### config.mk
export PLATFORM = sky130hd
export DESIGN_NAME = ftoi_stage
export DESIGN_NICKNAME = d
export VERILOG_FILES = /design/src/rtl/ftoi_stage.sv
export SDC_FILE = /design/constraint.sdc
export NUM_CORES = 1
export LEC_CHECK = 0
export BUFFER_PORTS_ARGS = -buffer_cell sky130_fd_sc_hd__buf_2
export CAP_MARGIN = 20
export CORE_ASPECT_RATIO = 0.8
export CORE_MARGIN = 5
export CORE_UTILIZATION = 25
export DETAILED_ROUTE_END_ITERATION = 12
export GPL_ROUTABILITY_DRIVEN = 0
export PLACE_DENSITY_LB_ADDON = 0.12
export RECOVER_POWER = 100
export SLEW_MARGIN = 20
export SYNTH_ARGS = -nofsm -noshare
export SYNTH_HDL_FRONTEND = slang
export SYNTH_HIERARCHICAL = 1
export SYNTH_SLANG_ARGS = --single-unit
export TNS_END_PERCENT = 30
### constraint.sdc
create_clock -name clk -period 6.2 [get_ports clk]
set_input_delay 0.31 -clock clk [delete_from_list [all_inputs] [get_ports clk]]
set_output_delay 0.31 -clock clk [all_outputs]
set_load 0.02 [all_outputs]
### src/rtl/ftoi_stage.sv
// ----------------------------------------------------------------------------
// ftoi_stage : registered float32 -> int32 stage with result FIFO,
//              backpressure, flush and sticky overflow status.
// Revision   : 1.0
// ----------------------------------------------------------------------------
`default_nettype none

module ftoi (
    input  logic [31:0] x,
    output logic [31:0] y,
    output logic        ovf
);
    logic [7:0]  exp_b;
    logic [31:0] mant;
    logic [31:0] mag;

    always_comb begin
        exp_b = x[30:23];
        mant  = {8'd0, 1'b1, x[22:0]};
        ovf   = (exp_b >= 8'd158);
        mag   = '0;
        // Integer weight of the mantissa LSB is 2^(exp-150)
        if (exp_b < 8'd127)
            mag = '0;
        else if (exp_b >= 8'd150)
            mag = mant << (exp_b - 8'd150);
        else
            mag = mant >> (8'd150 - exp_b);
        y = x[31] ? (32'd0 - mag) : mag;
    end
endmodule

module ftoi_stage #(
    parameter int TAG_W = 5,
    parameter int DEPTH = 2
) (
    input  logic             clk,
    input  logic             rst,
    input  logic             in_valid,
    output logic             in_ready,
    input  logic [31:0]      in_x,
    input  logic [TAG_W-1:0] in_tag,
    output logic             out_valid,
    input  logic             out_ready,
    output logic [31:0]      out_y,
    output logic             out_ovf,
    output logic [TAG_W-1:0] out_tag,
    input  logic             flush,
    input  logic             ovf_clr,
    output logic             ovf_sticky,
    output logic             busy
);
    localparam int PTR_W = (DEPTH > 1) ? $clog2(DEPTH) : 1;
    localparam int CNT_W = $clog2(DEPTH + 1);
    localparam logic [CNT_W-1:0] FULL = CNT_W'(DEPTH);

    logic [31:0]      s1_x;
    logic [TAG_W-1:0] s1_tag;
    logic             s1_valid;

    logic [31:0]      fifo_y   [DEPTH];
    logic             fifo_ovf [DEPTH];
    logic [TAG_W-1:0] fifo_tag [DEPTH];
    logic [PTR_W-1:0] wr_ptr;
    logic [PTR_W-1:0] rd_ptr;
    logic [CNT_W-1:0] count;

    logic [31:0] conv_y;
    logic        conv_ovf;
    logic [31:0] sat_y;
    logic        head_valid;
    logic        pop;
    logic        s1_adv;
    logic        push;
    logic        accept;

    ftoi u_ftoi (
        .x   (s1_x),
        .y   (conv_y),
        .ovf (conv_ovf)
    );

    assign sat_y      = conv_ovf ? (s1_x[31] ? 32'h8000_0000 : 32'h7FFF_FFFF) : conv_y;
    assign head_valid = (count != '0);
    assign pop        = head_valid && out_ready && !flush;
    assign s1_adv     = s1_valid && ((count < FULL) || (head_valid && out_ready));
    assign push       = s1_adv && !flush;
    assign in_ready   = !flush && (!s1_valid || s1_adv);
    assign accept     = in_valid && in_ready;

    always_ff @(posedge clk) begin
        if (rst || flush) begin
            s1_valid <= 1'b0;
        end else if (accept) begin
            s1_valid <= 1'b1;
        end else if (s1_adv) begin
            s1_valid <= 1'b0;
        end
        if (accept) begin
            s1_x   <= in_x;
            s1_tag <= in_tag;
        end
    end

    always_ff @(posedge clk) begin
        if (push) begin
            fifo_y[wr_ptr]   <= sat_y;
            fifo_ovf[wr_ptr] <= conv_ovf;
            fifo_tag[wr_ptr] <= s1_tag;
        end
    end

    always_ff @(posedge clk) begin
        if (rst || flush) begin
            wr_ptr <= '0;
            rd_ptr <= '0;
            count  <= '0;
        end else begin
            if (push)
                wr_ptr <= wr_ptr + PTR_W'(1);
            if (pop)
                rd_ptr <= rd_ptr + PTR_W'(1);
            case ({push, pop})
                2'b10:   count <= count + CNT_W'(1);
                2'b01:   count <= count - CNT_W'(1);
                default: count <= count;
            endcase
        end
    end

    // Set has priority over clear so an overflow popped in the clear cycle is not lost
    always_ff @(posedge clk) begin
        if (rst)
            ovf_sticky <= 1'b0;
        else if (pop && fifo_ovf[rd_ptr])
            ovf_sticky <= 1'b1;
        else if (ovf_clr)
            ovf_sticky <= 1'b0;
    end

    assign out_valid = head_valid;
    assign out_y     = head_valid ? fifo_y[rd_ptr]   : '0;
    assign out_ovf   = head_valid ? fifo_ovf[rd_ptr] : 1'b0;
    assign out_tag   = head_valid ? fifo_tag[rd_ptr] : '0;
    assign busy      = s1_valid || head_valid;

endmodule

`default_nettype wire
==> results.py, run 1 <==
metrics = {
    "clock_tree": {
        "clkSinkCount": 120,
        "ctsHoldBuffers": 0,
        "worstSkewPairLatency_ns": 0.45,
        "clk_path_buf_depth": 2,
        "path_clk_slew_ns": 0.07,
        "tritoncts": "yes",
        "cts.root.buffer_cell": "clkbuf_16",
        "cts_resized": 0,
        "cts_setup_buffers": 0,
        "cts-buffers-inserted": 17,
        "ctsHtreeMaxLevel": 4,
    },
    "power": {
        "cellInternalPower_mw": 1.83,
        "power_mw": 2.81,
        "pwr-share-clk": 0.371,
        "p_sw_frac": 0.348,
        "p_per_area_nw_per_um2": 263,
        "sequentialPowerShare": 0.347,
        "switching_power_mw": 0.979,
        "vdd_ir_drop_max_mv": 0.138,
        "p_leak_nw": 3.70,
        "p_comb_frac": 0.282,
    },
    "floorplan": {
        "die_h_um": 183,
        "io_pins": 85,
        "design.die.area_um2": 41500,
        "core_area_um2": 37000,
        "floorplan.rows": 63,
        "die_w_um": 226,
        "initial_utilization": 0.253,
    },
    "finish": {
        "final_core_util": 0.289,
        "area_growth_pct": 14.2,
        "num-fill-cells": 3937,
        "nets": 1045,
        "diodes": 0,
        "fin_area_um2": 10700,
        "final_layout_size_suffix_gt1_frac": 0.170,
    },
    "worst_setup_path": {
        "endpoint_kind": "flip-flop",
        "cpPeakStageDelay_ns": 1.01,
        "worstPathCellList": "ha_1, nand3_1, a211o_1, a211oi_1, nand2_1, o311a_1, a21oi_1, nand2_1, ha_1, nand3_1, o21ai_0, xnor2_1, inv_1, o21ai_0",
        "worst_setup_path_start_kind": "flip-flop",
        "crit_family": "compound AO/OA/AOI/OAI gates",
        "cp_max_fo": 14,
        "cp_num_buf_inv": 1,
        "rrSetupSlack_ns": 0.73,
        "criticalPathCategory": "flip-flop to flip-flop",
        "critPathSlowestCell": "a211oi_1",
        "required_ns": 6.42,
        "crit_arrival_ns": 5.69,
    },
    "synthesis": {
        "yosys_warnings": 6,
        "synth_edf_count": 113,
        "synth_flop_cell": "edfxtp_1",
        "synthArstFlopShare": 0,
        "ys_ff_latch": 120,
        "synth_cell_types": 91,
        "syn_area_um2": 9370,
        "ys_seq_area_frac": 0.377,
        "syn_nets": 996,
        "avgSynthCellArea_um2": 9.91,
        "synthCells": 946,
    },
    "global_routing": {
        "grt.overflow.total": 0,
        "grt_pass1_wl_um": 48700,
        "grt_pass1_vias": 7835,
        "grt_usage": 0.153,
        "grt_start_max_net_pins": 62,
        "antenna_found_initial": 0,
    },
    "place": {
        "dp_hpwl_um": 23100,
        "io_buffers": 84,
        "placed_area_um2": 10200,
    },
    "sta": {
        "finalCriticalPeriod_ns": 5.47,
        "grt_setup_unrepaired": "no",
        "final_hold_viol_count": 0,
        "fin_skew_ns": 0.0240,
        "finalSetupViolCount": 0,
        "slew_viol_final": 134,
        "max_slew_margin": -0.988,
        "worstMarginPinSlew_ns": 2.98,
        "period_share": 0.883,
        "whs_ns": 0.0318,
        "tns_ns": 0,
        "fmaxAchievable_mhz": 183,
    },
    "detailed_routing": {
        "post_drt_wl_per_cell_um": 21.1,
        "viasPerCell": 5.17,
        "first_pass_iters": 6,
        "drt-total-wl_um": 31600,
        "dr_total_vias": 7731,
        "drt_iter0_drc": 624,
        "drc_errors": 0,
        "ant_nets": 0,
    },
    "job": {
        "max-cap-violations": 4,
    },
    "run_status": {
        "status": "finished, violations left",
        "violations": "capacitance limit, slew limit",
    },
    "hold_path": {
        "hold_class": "primary input to flip-flop",
    },
}
[layout make-up]
| cell class | count | area, um^2 | area share |
|---|---|---|---|
| timing repair buffer | 103 | 489 | 0.0457 |
| multi-input combinational | 706 | 5280 | 0.494 |
| clock inverter | 15 | 180 | 0.0168 |
| sequential | 120 | 3530 | 0.330 |
| clock buffer | 17 | 425 | 0.0398 |
| inverter | 47 | 176 | 0.0165 |
| tap | 487 | 609 | 0.0570 |
[path summary, 6_finish.rpt]
kind,cells past startpoint,endpoint,from
setup / recovery,14,fifo_y[0][10],s1_x[25]
hold reg to reg,0,fifo_tag[0][3],s1_tag[3]
hold / removal,1,s1_tag[0],in_tag[0]
setup reg to reg,14,fifo_y[0][10],s1_x[25]
[power by group through the flow]
stage | registers [mW] | logic [mW] | clock network [mW]
6_report | 0.977 | 0.793 | 1.04
5_1_grt | 0.982 | 0.864 | 1.12
4_1_cts | 0.976 | 0.794 | 1.08
3_5_place_dp | 0.993 | 0.790 | 0
3_3_place_gp | 0.993 | 0.798 | 0
2_1_floorplan | 0.962 | 0.592 | 0
[sequential cells by signal, indices dropped and copies added (netlist names), 2 cells and up, named ones only]
register	count
fifo_tag	10
s1_x	32
s1_tag	5
fifo_ovf	2
count	2
fifo_y	64
[placed cells by master, fill, tap and decap left out, types with 5 or more instances in the layout]
master / count
a31oi_1: 8
ha_1: 7
mux2i_1: 87
a22oi_1: 5
nand2b_1: 12
edfxtp_1: 113
xor2_1: 13
inv_1: 45
mux4_2: 20
clkbuf_16: 17
o31ai_1: 15
and2_1: 8
o22ai_1: 9
and3_1: 7
nor2_1: 88
or2_2: 7
or3_1: 10
mux2_2: 33
clkbuf_1: 50
dfxtp_1: 6
o21ai_0: 76
a211oi_1: 11
nor3_1: 22
nand3_1: 23
xnor2_1: 25
o211ai_1: 10
nand2_1: 59
buf_2: 40
a21oi_1: 41
buf_4: 12
[synth_stat cells, drive strengths merged (12+ instances only)]
library cell,instances,area [um^2]
a21oi,42,214
nor3,22,110
edfxtp,113,3390
mux2i,87,871
inv,45,169
nand2,60,228
o31ai,15,123
nor2,89,334
xnor2,29,280
mux4,22,503
buf,41,250
nand2b,12,75.1
o21ai,78,390
nand3,23,115
mux2,34,383
xor2,15,150
clkbuf,32,121
[logic make-up after synthesis]
| logic type | count (synthesis) | share of synthesized area |
|---|---|---|
| muxes | 143 | 0.187 |
| AOI/OAI and AO/OA | 245 | 0.181 |
| DFF | 120 | 0.377 |
| and+or+nand+nor | 267 | 0.141 |
| xor gates and xnor gates | 44 | 0.0459 |
| adders and majority gates | 7 | 0.00935 |
| buffers and inverters | 120 | 0.0585 |
[worst reg2reg max path, stage by stage (launching register included)]
cell,delay (ns)
edfxtp_1,0.80
ha_1,0.58
nand3_1,0.20
a211o_1,0.34
a211oi_1,1.01
nand2_1,0.44
o311a_1,0.45
a21oi_1,0.26
nand2_1,0.12
ha_1,0.26
nand3_1,0.18
o21ai_0,0.14
xnor2_1,0.16
inv_1,0.05
o21ai_0,0.25
[through the flow]
stage	cells	worst slack, ns
after CTS	1493	0.990
after floorplan	946	1.89
final	1495	0.727
after global routing	1495	0.283
after detailed placement	1461	1.04
after global placement	1461	1.03
[metal layers]
metal  vias to the layer above  track usage  wire length, um
li1                       3668            -                -
met2                       227        0.226            13700
met3                        27       0.0445             2220
met1                      3809        0.224            15400
met5                         -            0                0
met4                         0       0.0298              305
Power figures use the tool's default switching activity.
==> inputs of run 2 (changes only) <==
Settings changed: SYNTH_HIERARCHICAL 1 to default.
==> run 2 against run 1 <==
Cell count increased by 2.5%. Largest power group is now sequential cells. Core utilization up 0.090 points. Critical path depth down 3. Sequential power grew 0.9%. The run still ends with capacitance limit, slew limit left. Synthesized cell count rose by 3.6%. Critical path type unchanged. Hold slack gained 0.019 ns. Clock skew down 0.013 ns. Count of clock-buffer cells in the layout increased by 3. Sequential share of layout area about the same. Global-route usage is 0.87 points higher. Clock power is 6% lower. Via count increased by 6.2%.
==> results.py, run 2 <==
metrics = {
    "run_status": {
        "status": "finished, violations left",
        "violations": "capacitance limit, slew limit",
    },
    "detailed_routing": {
        "drt-total-wl_um": 33500,
        "drt_iter0_drc": 825,
        "drc_errors": 0,
        "viasPerCell": 5.36,
        "ant_nets": 0,
        "post_drt_wl_per_cell_um": 21.9,
        "first_pass_iters": 5,
        "dr_total_vias": 8213,
    },
    "synthesis": {
        "yosys.cell_count.top_type": "nor2_1",
        "syn_area_um2": 9310,
        "ys_seq_area_frac": 0.380,
        "yosys_warnings": 0,
        "yosys.area.top_type": "edfxtp_1",
        "ys_ff_latch": 120,
        "synth_flop_cell": "edfxtp_1",
        "synthArstFlopShare": 0,
        "synth_edf_count": 113,
        "synth_cell_types": 83,
        "synth_top_cell_area_share": 0.365,
        "synthCells": 980,
        "synth_common_cells": "115 x nor2_1, 113 x edfxtp_1, 103 x nand2_1",
        "synth_area_leaders": "edfxtp_1 36%, mux2i_1 8.9%, mux4_2 6.1%",
        "syn_nets": 1030,
        "avgSynthCellArea_um2": 9.50,
    },
    "power": {
        "vdd_ir_drop_max_mv": 0.158,
        "p_leak_nw": 3.73,
        "p_per_area_nw_per_um2": 261,
    },
    "finish": {
        "layout_commonest_cell": "nor2_1",
        "area_growth_pct": 14.8,
        "largest_reg_flops": 64,
        "diodes": 0,
        "nets": 1083,
        "final_layout_size_suffix_gt1_frac": 0.159,
        "largestRegisters": "fifo_y x64, s1_x x32, fifo_tag x10",
        "regMostFlops": "fifo_y",
        "layout_common_cells": "115 x nor2_1, 113 x edfxtp_1, 103 x nand2_1",
    },
    "sta": {
        "fin_skew_ns": 0.0107,
        "finalSetupViolCount": 0,
        "tns_ns": 0,
        "final_hold_viol_count": 0,
        "period_share": 0.895,
        "slew_viol_final": 110,
        "max_slew_margin": -0.877,
        "grt_setup_unrepaired": "no",
        "finalCriticalPeriod_ns": 5.55,
        "whs_ns": 0.0511,
        "fmaxAchievable_mhz": 180,
        "worstMarginPinSlew_ns": 2.81,
    },
    "floorplan": {
        "io_pins": 85,
        "die_h_um": 183,
        "die_w_um": 226,
        "design.die.area_um2": 41200,
        "initial_utilization": 0.252,
        "floorplan.rows": 63,
        "core_area_um2": 36900,
    },
    "clock_tree": {
        "worstSkewPairLatency_ns": 0.43,
        "cts_setup_buffers": 0,
        "tritoncts": "yes",
        "clk_path_buf_depth": 2,
        "path_clk_slew_ns": 0.06,
        "cts-buffers-inserted": 17,
        "cts_resized": 0,
        "cts.root.buffer_cell": "clkbuf_16",
        "ctsHoldBuffers": 0,
        "ctsHtreeMaxLevel": 4,
        "clkSinkCount": 120,
    },
    "global_routing": {
        "grt_pass1_wl_um": 50700,
        "globalRouteMet3Util": 0.0336,
        "grt_usage": 0.162,
        "grt.overflow.total": 0,
        "grt_start_max_net_pins": 66,
        "antenna_found_initial": 0,
        "grt_pass1_vias": 7886,
        "top_usage_layer": "met1",
        "use_met1": 0.240,
        "grt.met2_usage": 0.236,
    },
    "place": {
        "io_buffers": 84,
        "dp_hpwl_um": 24500,
    },
    "worst_setup_path": {
        "cpPeakStageDelay_ns": 0.79,
        "crit_family": "simple AND/OR/NAND/NOR gates",
        "required_ns": 6.42,
        "worstPathCellList": "ha_1, and2b_1, o21ai_0, nand2_1, mux4_2, or3b_1, a41oi_1, nand3_1, or4_1, or3_1, o311ai_1",
        "crit_arrival_ns": 5.77,
        "rrSetupSlack_ns": 0.65,
        "criticalPathCategory": "flip-flop to flip-flop",
        "cp_num_buf_inv": 0,
        "endpoint_kind": "flip-flop",
        "worst_setup_path_start_kind": "flip-flop",
        "cp_max_fo": 16,
        "critPathSlowestCell": "or4_1",
    },
    "hold_path": {
        "hold_class": "primary input to flip-flop",
    },
    "job": {
        "max-cap-violations": 3,
    },
}
## run 2: metrics by stage
stage / cell area, um^2 / setup slack [ns] / util / instances / total power [mW]
finish: 10700 / 0.653 / 0.290 / 1532 / 2.79
global placement: 10200 / 0.989 / 0.277 / 1501 / 1.83
CTS: 10800 / 0.900 / 0.292 / 1532 / 2.82
detailed placement: 10200 / 0.944 / 0.277 / 1501 / 1.81
global route: 10700 / 0.313 / 0.290 / 1532 / 2.93
floorplan: 9310 / 1.48 / - / 980 / 1.56
## run 2: routing by layer
| metal | up-vias | wire length (um) |
|---|---|---|
| met5 | - | 0 |
| met4 | 0 | 703 |
| met3 | 44 | 2170 |
| met2 | 304 | 14300 |
| met1 | 4027 | 16300 |
| li1 | 3838 | - |
## run 2: where the power goes
part,switching (mW),leakage [nW],internal [mW]
clock,0.360,0.275,0.622
combinational,0.531,2.36,0.294
sequential,0.0421,1.09,0.944
total,0.934,3.73,1.86
## run 2: cell families after synthesis
family | count (synthesis) | share of synthesized area
simple gates | 373 | 0.186
compound gates | 214 | 0.159
mux | 142 | 0.191
flops | 120 | 0.380
buf+inv | 92 | 0.0434
xor+xnor | 32 | 0.0317
fa+ha+maj | 7 | 0.00941
## run 2: layout make-up
type / count / area, um^2
Fill cell: 3930 / 26200
Multi-Input combinational cell: 768 / 5370
Sequential cell: 120 / 3530
Tap cell: 487 / 609
Timing Repair Buffer: 108 / 532
Clock buffer: 20 / 437
Clock inverter: 11 / 131
Inverter: 18 / 67.6
## run 2: worst paths after layout
kind / from / to / cells past startpoint
worst max register to register: s1_x[25] / fifo_y[0][24] / 11
worst min-delay path: in_x[3] / s1_x[3] / 1
worst max-delay path: s1_x[25] / fifo_y[0][24] / 11
worst min register to register: s1_tag[3] / fifo_tag[1][3] / 0
